===== src/rtl/ode_ram_port_arbiter.sv =====
// ode_ram_port_arbiter: round-robin owner of the shared single-port solver RAM, with burst lock.
// Define ARB_TIMEOUT_EN to force rotation after MAX_HOLD locked beats when others are waiting.
module ode_ram_port_arbiter #(
    parameter int NREQ     = 4,
    parameter int AW       = 11,
    parameter int DW       = 64,
    parameter int MAX_HOLD = 16
) (
    input  logic                 Clk,
    input  logic                 Rst,
    input  logic [NREQ-1:0]      req,
    input  logic [NREQ-1:0]      lock,
    input  logic [NREQ-1:0]      we,
    input  logic [NREQ*AW-1:0]   addr,
    input  logic [NREQ*DW-1:0]   wdata,
    output logic [NREQ-1:0]      gnt,
    output logic [NREQ-1:0]      rvalid,
    output logic [DW-1:0]        rdata,
    output logic                 mem_en,
    output logic                 mem_we,
    output logic [AW-1:0]        mem_addr,
    output logic [DW-1:0]        mem_wdata,
    input  logic [DW-1:0]        mem_rdata,
    output logic                 busy,
    output logic                 timeout_err
);
    localparam int IW = $clog2(NREQ);
    typedef enum logic {IDLE, GRANT} state_t;
    state_t state, state_n;
    logic [IW-1:0] owner, owner_n, rr_ptr, rr_ptr_n, winner, base, idx;
    logic [NREQ-1:0] owner_oh, cand, gnt_n, rvalid_n;
    logic any_cand, keep, release_g, force_rot;
    assign busy      = (state == GRANT);
    assign owner_oh  = NREQ'(1) << owner;
    assign mem_en    = busy & req[owner];
    assign mem_we    = mem_en & we[owner];
    assign mem_addr  = addr[owner*AW +: AW];
    assign mem_wdata = wdata[owner*DW +: DW];
    assign rdata     = mem_rdata;
    // While granted the current owner is excluded so a release always rotates past it.
    always_comb begin
        base     = busy ? owner : rr_ptr;
        cand     = req & ~(busy ? owner_oh : '0);
        any_cand = |cand;
        winner   = '0;
        idx      = '0;
        for (int i = NREQ; i >= 1; i--) begin
            idx = IW'((int'(base) + i) % NREQ);
            if (cand[idx]) winner = idx;
        end
    end
`ifdef ARB_TIMEOUT_EN
    localparam int HW = $clog2(MAX_HOLD);
    logic [HW-1:0] hold_cnt, hold_n;
    assign force_rot = busy & req[owner] & lock[owner] & any_cand & (hold_cnt == HW'(MAX_HOLD-1));
    // Saturates so a late-arriving competitor is served at once after a long lock.
    assign hold_n = keep ? ((hold_cnt == HW'(MAX_HOLD-1)) ? hold_cnt : hold_cnt + 1'b1) : '0;
    always_ff @(posedge Clk or posedge Rst) begin
        if (Rst) begin
            hold_cnt    <= '0;
            timeout_err <= 1'b0;
        end else begin
            hold_cnt    <= hold_n;
            timeout_err <= force_rot;
        end
    end
`else
    assign force_rot   = 1'b0;
    assign timeout_err = 1'b0;
`endif
    always_comb begin
        keep      = busy & req[owner] & lock[owner] & ~force_rot;
        release_g = busy & ~keep;
        state_n   = (keep | any_cand) ? GRANT : IDLE;
        owner_n   = keep ? owner : (any_cand ? winner : owner);
        rr_ptr_n  = release_g ? owner : rr_ptr;
        gnt_n     = (state_n == GRANT) ? (NREQ'(1) << owner_n) : '0;
        rvalid_n  = (mem_en & ~mem_we) ? owner_oh : '0;
    end
    always_ff @(posedge Clk or posedge Rst) begin
        if (Rst) begin
            state  <= IDLE;
            owner  <= '0;
            rr_ptr <= IW'(NREQ-1);
            gnt    <= '0;
            rvalid <= '0;
        end else begin
            state  <= state_n;
            owner  <= owner_n;
            rr_ptr <= rr_ptr_n;
            gnt    <= gnt_n;
            rvalid <= rvalid_n;
        end
    end
endmodule

===== config.mk =====
export PLATFORM = sky130hd
export DESIGN_NAME = ode_ram_port_arbiter
export DESIGN_NICKNAME = d
export VERILOG_FILES = /design/src/rtl/ode_ram_port_arbiter.sv
export SDC_FILE = /design/constraint.sdc
export NUM_CORES = 1
export LEC_CHECK = 0
export ABC_AREA = 1
export CORE_AREA = 2 2 204 206
export CTS_CLUSTER_SIZE = 40
export DETAILED_ROUTE_END_ITERATION = 12
export DIE_AREA = 0 0 206 208
export PLACE_DENSITY = 0.34
export SETUP_SLACK_MARGIN = 0.15
export SKIP_CTS_REPAIR_TIMING = 1
export SLEW_MARGIN = 25
export SYNTH_ARGS = -nofsm -noshare
export SYNTH_HDL_FRONTEND = slang
export SYNTH_SLANG_ARGS = --single-unit

===== constraint.sdc =====
create_clock -name Clk -period 1.9 [get_ports Clk]
set_input_delay 0.475 -clock Clk [delete_from_list [all_inputs] [get_ports Clk]]
set_output_delay 0.475 -clock Clk [all_outputs]
set_load 0.1 [all_outputs]

## Yosys cells after proc, flatten, opt, wreduce, memory -nomap -nowiden

Cells that the tools add are included.

| storage, ports and cells | value |
|---|---|
| word-level logic and storage cells | 55 |
| input bits | 378 |
| register bits | 13 |
| output and inout bits | 151 |

| operators by class | value |
|---|---|
| order comparisons | 5 |
| reduce and logical (&&, ||, !) cells | 1 |
| bitwise logic cells | 10 |
| multiply operators | 1 |
| muxes and demuxes | 25 |
| shifts and indexed selects | 4 |
| add/subtract/negate cells | 4 |

Operators with widths:

| kind | number |
|---|---|
| indexed part select 256 x 9 -> 64 bit | 1 |
| indexed part select 44 x 7 -> 11 bit | 1 |
| < comparator 2 x 3 -> 1 bit (second input constant) | 5 |
| binary-select mux 1 bit (select 2 bit) | 7 |
| two-way mux 2 bit | 7 |
| two-way mux 4 bit | 3 |
| two-way mux 1 bit | 8 |
| << shifter 1 x 2 -> 4 bit (first input constant) | 2 |
| multiplier 2 x 4 -> 6 bit (second input constant) | 1 |
| bitwise AND 1 bit | 5 |
| adder 2 x 1 -> 2 bit (second input constant) | 2 |
| adder 2 bit (second input constant) | 2 |
| bitwise AND 4 bit | 1 |
| NOT 4 bit | 1 |
| OR reduction 4 bit | 1 |
| NOT 1 bit | 2 |
| OR 1 bit | 1 |

## Longest topological paths before layout

Gate-level depths: netlist of the first run.

| logic depth | value |
|---|---|
| depth in word-level cells | 14 |
| mapped depth | 15 |
| mapped depth without buffers | 14 |

## Worst setup path before layout of the first run

OpenSTA, ideal clock, no wires.

| timing | value |
|---|---|
| path kind | flip-flop to output port |
| start | register state (netlist: busy) |
| end | output port mem_we |
| path slack | -1,110 ps |
| data required time | 1,425 ps |
| arrival time | 2,535 ps |
| stages on the path, launching flop included | 4 |
| buffers on the path | 1 |
| cell sequence | dfrtp_1 buf_6 nand2_1 nor2_1 |

| on the way | value |
|---|---|
| longest elaborated chain between the ends | 2 |

Ends and longest elaborated chain:

| what | line | source |
|---|---|---|
| start: declaration | 29 | `state_t state, state_n;` |
| start signal: assignment | 88 | `state <= state_n;` |
| bitwise AND 1 bit | 35 | `assign mem_en = busy & req[owner];` |
| bitwise AND 1 bit | 36 | `assign mem_we = mem_en & we[owner];` |
| end: declaration | 20 | `output logic mem_we,` |

Every way passes these cells.

## Worst setup path after layout of the first run

| timing | value |
|---|---|
| start | register owner[0] |
| end | output port mem_wdata[31] |

| on the way | value |
|---|---|
| longest elaborated chain between the ends | 1 |

Ends and longest elaborated chain:

| what | line | source |
|---|---|---|
| start: declaration | 30 | `logic [IW-1:0] owner, owner_n, rr_ptr, rr_ptr_n, winner, base, idx;` |
| start signal: assignment | 89 | `owner <= owner_n;` |
| indexed part select 256 x 9 -> 64 bit | 38 | `assign mem_wdata = wdata[owner*DW +: DW];` |
| end: declaration | 22 | `output logic [DW-1:0] mem_wdata,` |

Every way passes these cells.

==> results_dict.tcl, run 1 <==
set metrics [dict create \
    run_status "finished, violations left" \
    failed_checks "negative setup slack" \
    buffer_type_at_the_clock_tree_root "clkbuf_16" \
    grt_pass1_wl_mm 33.26 \
    die_area_sq_um 42850 \
    finish.instance_area_sq_um 10370 \
    synthesis.instances 485 \
    hold_path.class "flop to flop" \
    unique_masters_post_synth 25 \
    num-fill-cells 4311 \
    mean_cell_area_of_the_mapped_netlist_sq_um 6.093 \
    drv_slew 0 \
    synth_warnings 0 \
    worst-setup-path-type "flop to output pin" \
    htree_levels 1 \
    first_iter_violations 120 \
    final_core_utilization_pct 25.56 \
    num_rows 74 \
    groute.usage.overall_pct 10.32 \
    floorplan.initialDensity_pct 7.287 \
    gp_weighted_congestion 0.7336 \
    slew_headroom_pct 64.00 \
    yosysSeqAreaShare_pct 11.09 \
    clock_sink_count 13 \
    total_number_of_vias 5056 \
    critical_path.startpoint_type "flop" \
    post_synth_fa_ha_maj_area_fraction_pct 0 \
    period_needed_ns 2.262 \
    dpl.hpwl_mm 20.87 \
    skew_ns 0.004551 \
    area_growth_pct 250.8 \
    cts_max_path_buffers 2 \
    final_cycle_utilization_of_the_critical_path_pct 119.1 \
    yosys.area_share.simple_pct 33.32 \
    slowest_delay_ns 0.46 \
    worstSkewPairLatency_ns 0.24 \
    die_w_microns 206 \
    route.detailed.drc 0 \
    wire_per_inst_microns 19.11 \
    synth_area_sq_um 2955 \
    crit_slowest_cell "dfrtp_2" \
    multiInputGateArea_sq_um 3344 \
    fmax_mhz 442.1 \
    seqCellArea_sq_um 334.1 \
    first_global_vias 5109 \
    cts_buffer_count 3 \
    crit_path_max_fanout 6 \
    placeableCoreArea_sq_um 40550 \
    grt_antenna_before_repair 1 \
    totalWireLength_mm 26.85 \
    detail-route-antenna-nets 0 \
    cpMostUsedCell "buf_12" \
    crit_required_ns 1.42 \
    stdcell_count 1405 \
    synth.ff_latch_count 13 \
    place.port_buffers 399 \
    clock_transition_at_the_register_clock_pins_on_the_worst_setup_and_hold_paths_after_cts_ns 0.05 \
    tritoncts "yes" \
    synth_top_family_by_area "simple AND/OR/NAND/NOR gates" \
    grt_setup_unrepaired "yes" \
    timing.critical_path.arrival_ns 1.79 \
    crit_family "buffers and inverters" \
    detailedRoute.firstPassIterationCount 6 \
    ioPinCount 529 \
    synth-compound-area-share_pct 31.37 \
    synth_mux_area_share_pct 0 \
    yosys.area_share.xor_xnor_pct 0 \
    global_route.overflow_total 0 \
    post-place-cells 1383 \
    maxCapViolations 0 \
    worstMarginPinSlew_ns 0.5395 \
    cp_num_buf_inv 5 \
    setup-tns-final_ns -23.20 \
    grt_max_degree 34 \
    finalHoldViolations 0 \
    die_height_microns 208 \
    postPlaceCellArea_sq_um 9627 \
    crit_path_cell_trace "buf_6, nor2_4, buf_12, clkbuf_16, a22oi_2, buf_4, nand2_4, buf_12" \
    critical_path.endpoint_type "output pin" \
    setup_viol 82 \
    detail_route.vias_per_cell 3.599 \
    post_route_worst_setup_slack_ns -0.3621 \
    finish.net_count 1251 \
    syn-num-nets 863 \
    layout_cell_share_with_drive_strength_beyond_1_pct 46.56 \
]
final cells by class:
cell class / instances / area share, %
sequential: 13 / 3.223
inverter: 16 / 0.7001
clock buffer: 4 / 0.7604
antenna: 1 / 0.02414
multi-input combinational: 356 / 32.26
tap: 532 / 6.421
timing repair buffer: 483 / 56.61
layer usage:
layer  GRT usage, %  wire, microns  vias up
li1               -              -     2420
met1          10.92           9651     2329
met2          19.80          14190      293
met3          3.744           2832       14
met4          1.158            176        0
met5              0              0        -
cell families after synthesis:
family          after synthesis
simple gates                232
compound gates              123
buf+inv                     116
flops                        13
other cells                   1
path summary, 6_finish.rpt:
kind	startpoint	endpoint	slack (ns)	depth (start not counted)
hold / removal	rr_ptr[1]	rr_ptr[1]	0.48	2
min in group asynchronous	Rst	busy	0.58	2
max in group asynchronous	Rst	busy	0.92	2
setup / recovery	owner[0]	mem_wdata[31]	-0.36	8
hold reg to reg	rr_ptr[1]	rr_ptr[1]	0.48	2
setup reg to reg	owner[1]	gnt[0]	-0.13	15
state kept, by name, summed over array words and instances (netlist names):
signal  flops
gnt         4
rvalid      4
owner       2
rr_ptr      2
busy        1
synth_stat cells, drive strengths merged:
| library cell | count | area [sq um] |
|---|---|---|
| conb | 1 | 3.750 |
| nand2 | 164 | 625.6 |
| nor2 | 13 | 71.32 |
| inv | 16 | 65.06 |
| nand4 | 2 | 12.51 |
| a22oi | 117 | 878.3 |
| o21ai | 4 | 31.28 |
| nor3 | 3 | 15.01 |
| clkbuf | 11 | 41.29 |
| a221oi | 1 | 8.760 |
| a22o | 1 | 8.760 |
| nand3 | 50 | 260.3 |
| buf | 89 | 605.6 |
| dfstp | 2 | 52.55 |
| dfrtp | 11 | 275.3 |
cell usage in the layout (no fill, tap or decap), types with 3 or more instances in the layout:
master and instances:
a22oi_1 13, a22oi_2 104, buf_12 104, buf_4 46
buf_6 14, clkbuf_16 9, clkdlybuf4s50_1 313, dfrtp_1 8
inv_1 8, inv_2 4, inv_4 3, nand2_1 96
nand2_2 15, nand2_4 53, nand3_1 13, nand3_4 35
nor2_1 7, nor2_4 4, nor3_2 3, o21ai_1 3
worst register-to-register path, delay by kind of cell (launching register included):
kind	cells	cell delay, ns
buffers and inverters	2	0.37
DFF	1	0.43
and+or+nand+nor	13	1.15
per-stage QoR:
step | hold slack (ns) | setup WS, ns
after floorplan | 0.3505 | 0.05333
after global placement | 0.4785 | -0.2315
after detailed placement | 0.4903 | -0.2260
after CTS | 0.4979 | -0.4940
after global routing | 0.5038 | -0.4336
final | 0.4756 | -0.3621
Power of run 1 is left out: the tool's default activity adds up to more than one toggle a clock period on the data nets, which glitch-free logic cannot reach.
==> run 2, diff against run 1 <==
--- a/config.mk
+++ b/config.mk
@@ -6,11 +6,12 @@
 export NUM_CORES = 1
 export LEC_CHECK = 0
 export ABC_AREA = 1
-export CORE_AREA = 2 2 204 206
+export CORE_AREA = 10 10 200 202
 export CTS_CLUSTER_SIZE = 40
 export DETAILED_ROUTE_END_ITERATION = 12
-export DIE_AREA = 0 0 206 208
-export PLACE_DENSITY = 0.34
+export DIE_AREA = 0 0 210 212
+export GPL_TIMING_DRIVEN = 0
+export PLACE_DENSITY = 0.38
 export SETUP_SLACK_MARGIN = 0.15
 export SKIP_CTS_REPAIR_TIMING = 1
 export SLEW_MARGIN = 25
==> results_dict.tcl, run 2 (synthesis results as in run 1) <==
set metrics [dict create \
    stdcell_count 1444 \
    run_status "finished, violations left" \
    detailedRoute.firstPassIterationCount 4 \
    placeableCoreArea_sq_um 36080 \
    first_iter_violations 155 \
    finish.net_count 1353 \
    setup_viol 77 \
    crit_family "buffers and inverters" \
    hold_path.class "flop to flop" \
    worstMarginPinSlew_ns 0.5608 \
    totalWireLength_mm 30.97 \
    fmax_mhz 434.0 \
    setup-tns-final_ns -25.00 \
    post-place-cells 1416 \
    worst-setup-path-type "flop to output pin" \
    grt_setup_unrepaired "yes" \
    failed_checks "negative setup slack" \
    crit_required_ns 1.42 \
    die_area_sq_um 44520 \
    layout.cells.most_common "clkdlybuf4s50_1" \
    critical_path.startpoint_type "flop" \
    ioPinCount 529 \
    worstSkewPairLatency_ns 0.24 \
    dpl.hpwl_mm 27.16 \
    buffer_type_at_the_clock_tree_root "clkbuf_16" \
    first_global_vias 5875 \
    route.detailed.drc 0 \
    clock_transition_at_the_register_clock_pins_on_the_worst_setup_and_hold_paths_after_cts_ns 0.04 \
    groute.usage.overall_pct 12.47 \
    detail_route.vias_per_cell 3.722 \
    largestRegisters "gnt: 4 flops, rvalid: 4 flops" \
    num_rows 70 \
    die_w_microns 210 \
    finalHoldViolations 0 \
    multiInputGateArea_sq_um 3293 \
    grt_pass1_wl_mm 41.92 \
    drv_slew 0 \
    layout_cell_share_with_drive_strength_beyond_1_pct 51.95 \
    slowest_delay_ns 0.37 \
    final_core_utilization_pct 29.25 \
    maxCapViolations 0 \
    total_number_of_vias 5374 \
    mostFrequentLayoutCells "clkdlybuf4s50_1, a22oi_2, nand2_1, buf_4, clkbuf_2" \
    tritoncts "yes" \
    detail-route-antenna-nets 0 \
    seqCellArea_sq_um 331.6 \
    clock_sink_count 13 \
    area_growth_pct 257.2 \
    htree_levels 1 \
    cts_buffer_count 3 \
    cpMostUsedCell "buf_12" \
    timing.critical_path.arrival_ns 1.83 \
    global_route.overflow_total 0 \
    cp_num_buf_inv 6 \
    crit_slowest_cell "dfrtp_1" \
    die_height_microns 212 \
    gp_weighted_congestion 0.7725 \
    critical_path.endpoint_type "output pin" \
    skew_ns 0.001666 \
    crit_path_max_fanout 8 \
    grt_max_degree 14 \
    floorplan.initialDensity_pct 8.190 \
    crit_path_cell_trace "buf_6, inv_8, nor2_4, buf_12, buf_12, buf_12, a22oi_2, nand2_4, buf_12" \
    grt_antenna_before_repair 4 \
    num-fill-cells 3836 \
    slew_headroom_pct 62.77 \
    cts_max_path_buffers 2 \
    place.port_buffers 463 \
    post_route_worst_setup_slack_ns -0.4041 \
    detailedPlace.worstSlack_ns -1.477 \
    wire_per_inst_microns 21.45 \
    period_needed_ns 2.304 \
    final_cycle_utilization_of_the_critical_path_pct 121.3 \
]
-- run 2: cell types whose count changed in the layout (fill, tap and decap cells not counted), sizes merged --
cell | before | now
clkinv | 0 | 1
diode | 1 | 2
clkbuf | 10 | 82
buf | 164 | 193
-- run 2: worst paths after layout --
| path | start | to | slack, ns | cells after the start |
|---|---|---|---|---|
| hold reg to reg | rr_ptr[0] | rr_ptr[0] | 0.49 | 2 |
| setup / recovery | owner[0] | mem_wdata[3] | -0.40 | 9 |
| min in group asynchronous | Rst | gnt[1] | 0.57 | 2 |
| hold / removal | rr_ptr[0] | rr_ptr[0] | 0.49 | 2 |
| setup reg to reg | owner[0] | rvalid[1] | 0.06 | 10 |
| max in group asynchronous | Rst | busy | 0.95 | 2 |
-- run 2: final cells by class --
| class | count | share of cell area, % |
|---|---|---|
| tap | 468 | 5.548 |
| multi-input combinational | 356 | 31.20 |
| clock buffer | 3 | 0.7112 |
| sequential | 13 | 3.141 |
| clock inverter | 1 | 0.04742 |
| buffer | 100 | 8.985 |
| antenna | 2 | 0.04742 |
| inverter | 16 | 0.7112 |
| timing repair buffer | 485 | 49.61 |
-- run 2: metrics by stage --
stage,instance area [sq um],hold WS [ns]
floorplan,4178,0.3505
global placement,9398,0.4855
detailed placement,9393,0.4890
CTS,9473,0.4965
global route,10560,0.5450
finish,10560,0.4916
-- run 2: worst reg2reg max path, delay by kind of cell, from the launching register on --
kind / cells / cell delay (ns)
buffers and inverters: 5 / 0.64
AOI/OAI and AO/OA: 2 / 0.45
DFF: 1 / 0.37
and+or+nand+nor: 3 / 0.30
-- run 2: per-layer routing --
layer,wire length (microns),global-route usage [%],vias up
met5,27,0,-
met4,114,0.9179,4
met3,2615,4.431,8
met2,16960,23.75,266
met1,11260,13.35,2469
li1,-,-,2627
Power of run 2 is left out for the same reason.
==> run 3, diff against run 2 <==
--- a/config.mk
+++ b/config.mk
@@ -6,12 +6,14 @@
 export NUM_CORES = 1
 export LEC_CHECK = 0
 export ABC_AREA = 1
-export CORE_AREA = 10 10 200 202
+export CORE_AREA = 10 10 196 198
+export CTS_CLUSTER_DIAMETER = 200
 export CTS_CLUSTER_SIZE = 40
 export DETAILED_ROUTE_END_ITERATION = 12
-export DIE_AREA = 0 0 210 212
+export DIE_AREA = 0 0 206 208
 export GPL_TIMING_DRIVEN = 0
-export PLACE_DENSITY = 0.38
+export HOLD_SLACK_MARGIN = 0.05
+export PLACE_DENSITY = 0.37
 export SETUP_SLACK_MARGIN = 0.15
 export SKIP_CTS_REPAIR_TIMING = 1
 export SLEW_MARGIN = 25
==> constraint.sdc (replaced) <==
create_clock -name Clk -period 2.4 [get_ports Clk]
set_input_delay 0.6 -clock Clk [delete_from_list [all_inputs] [get_ports Clk]]
set_output_delay 0.6 -clock Clk [all_outputs]
set_load 0.1 [all_outputs]
==> results_dict.tcl, run 3 (synthesis results as in run 1) <==
set metrics [dict create \
    crit_path_start "owner[0]" \
    tritoncts "yes" \
    detail_route.vias_per_cell 3.775 \
    area_growth_pct 241.0 \
    crit_required_ns 1.80 \
    final_cycle_utilization_of_the_critical_path_pct 100.6 \
    num_rows 68 \
    dpl.hpwl_mm 27.38 \
    layout_cell_share_with_drive_strength_beyond_1_pct 37.62 \
    total_number_of_vias 5361 \
    cts_max_path_buffers 2 \
    first_iter_violations 174 \
    detailedRoute.firstPassIterationCount 4 \
    grtUsageMet3_pct 4.584 \
    largestRegisters "gnt: 4 flops, rvalid: 4 flops" \
    worstSkewPairLatency_ns 0.24 \
    skew_ns 0.002347 \
    buffer_type_at_the_clock_tree_root "clkbuf_16" \
    layout.cells.most_common "clkdlybuf4s50_1" \
    run_status "finished, violations left" \
    grt_max_degree 14 \
    slowest_delay_ns 0.37 \
    grt_pass1_wl_mm 42.63 \
    crit_path_max_fanout 10 \
    globalRouteMet1Util_pct 14.14 \
    diodes 0 \
    grt_antenna_before_repair 0 \
    drv_slew 0 \
    timing.critical_path.arrival_ns 1.82 \
    gr-max-usage-layer "met2" \
    gp_weighted_congestion 0.7659 \
    finish.net_count 1344 \
    hold_path.class "flop to flop" \
    period_needed_ns 2.416 \
    route.detailed.drc 0 \
    post_route_worst_setup_slack_ns -0.01552 \
    groute.usage.overall_pct 13.32 \
    first_global_vias 5874 \
    crit_slowest_cell "dfrtp_1" \
    clock_transition_at_the_register_clock_pins_on_the_worst_setup_and_hold_paths_after_cts_ns 0.04 \
    die_w_microns 206 \
    placeableCoreArea_sq_um 34370 \
    min-delay-start "rr_ptr[1]" \
    worst-setup-path-type "flop to output pin" \
    critical_path.startpoint_type "flop" \
    fmax_mhz 414.0 \
    crit_family "buffers and inverters" \
    floorplan.initialDensity_pct 8.598 \
    postPlaceCellArea_sq_um 8712 \
    clock_sink_count 13 \
    worstMarginPinSlew_ns 1.016 \
    failed_checks "negative setup slack" \
    die_area_sq_um 42850 \
    cp_num_buf_inv 5 \
    slew_headroom_pct 32.03 \
    wire_per_inst_microns 21.97 \
    totalWireLength_mm 31.19 \
    cts_buffer_count 3 \
    detail-route-antenna-nets 0 \
    global_route.overflow_total 0 \
    die_height_microns 208 \
    place.port_buffers 463 \
    finalHoldViolations 0 \
    grt_setup_unrepaired "yes" \
    global_route.usage.met2_pct 25.43 \
    worst_r2r_startpoint "owner[0]" \
    maxCapViolations 0 \
    ioPinCount 529 \
    crit_path_cell_trace "buf_6, inv_8, nor2_4, buf_12, buf_4, a22oi_1, nand3_4, buf_8" \
    htree_levels 1 \
    critical_path.endpoint_type "output pin" \
    mostFrequentLayoutCells "clkdlybuf4s50_1, nand2_1, buf_4, buf_12, a22oi_1" \
    finish.instance_area_sq_um 10080 \
    setup_viol 16 \
]
run 3: area by class of cell:
class,instances,area (sq um)
plain buffers,100,937.1
clock buffers,4,78.83
fillers,3706,24290
inverters,16,80.08
multi-input cells,356,2719
flip-flops and latches,13,327.8
well taps,455,569.3
repair buffers,476,5366
run 3: per-layer routing:
layer  vias up  wire (microns)
met5         -               0
met4         0             189
met3         9            3256
met2       279           16660
met1      2468           11090
li1       2605               -
run 3: worst min-delay path: stages, from the launching register on:
cell     delay, ns
dfstp_2       0.37
nand2_1       0.05
o21ai_0       0.07
run 3: worst paths after layout:
path / slack (ns) / cells past startpoint / to
max reg2reg: 0.52 / 14 / gnt[2]
max in group asynchronous: 1.37 / 2 / rr_ptr[0]
min reg2reg: 0.50 / 2 / rr_ptr[1]
max: -0.02 / 8 / mem_wdata[38]
min in group asynchronous: 0.68 / 2 / gnt[2]
min: 0.50 / 2 / rr_ptr[1]
run 3: metrics by stage:
stage	instances	util, %	hold WS [ns]	worst slack [ns]	setup TNS, ns
CTS	1407	25.58	0.4978	-2.199	-127.35
floorplan	485	-	0.4668	-0.0004944	-0.0004944
finish	1420	29.32	0.4969	-0.01552	-0.06656
global route	1420	29.32	0.5313	-0.1095	-3.954
detailed placement	1403	25.35	0.4982	-1.941	-107.61
global placement	1403	25.36	0.4905	-1.885	-109.47
Power of run 3 is left out for the same reason.
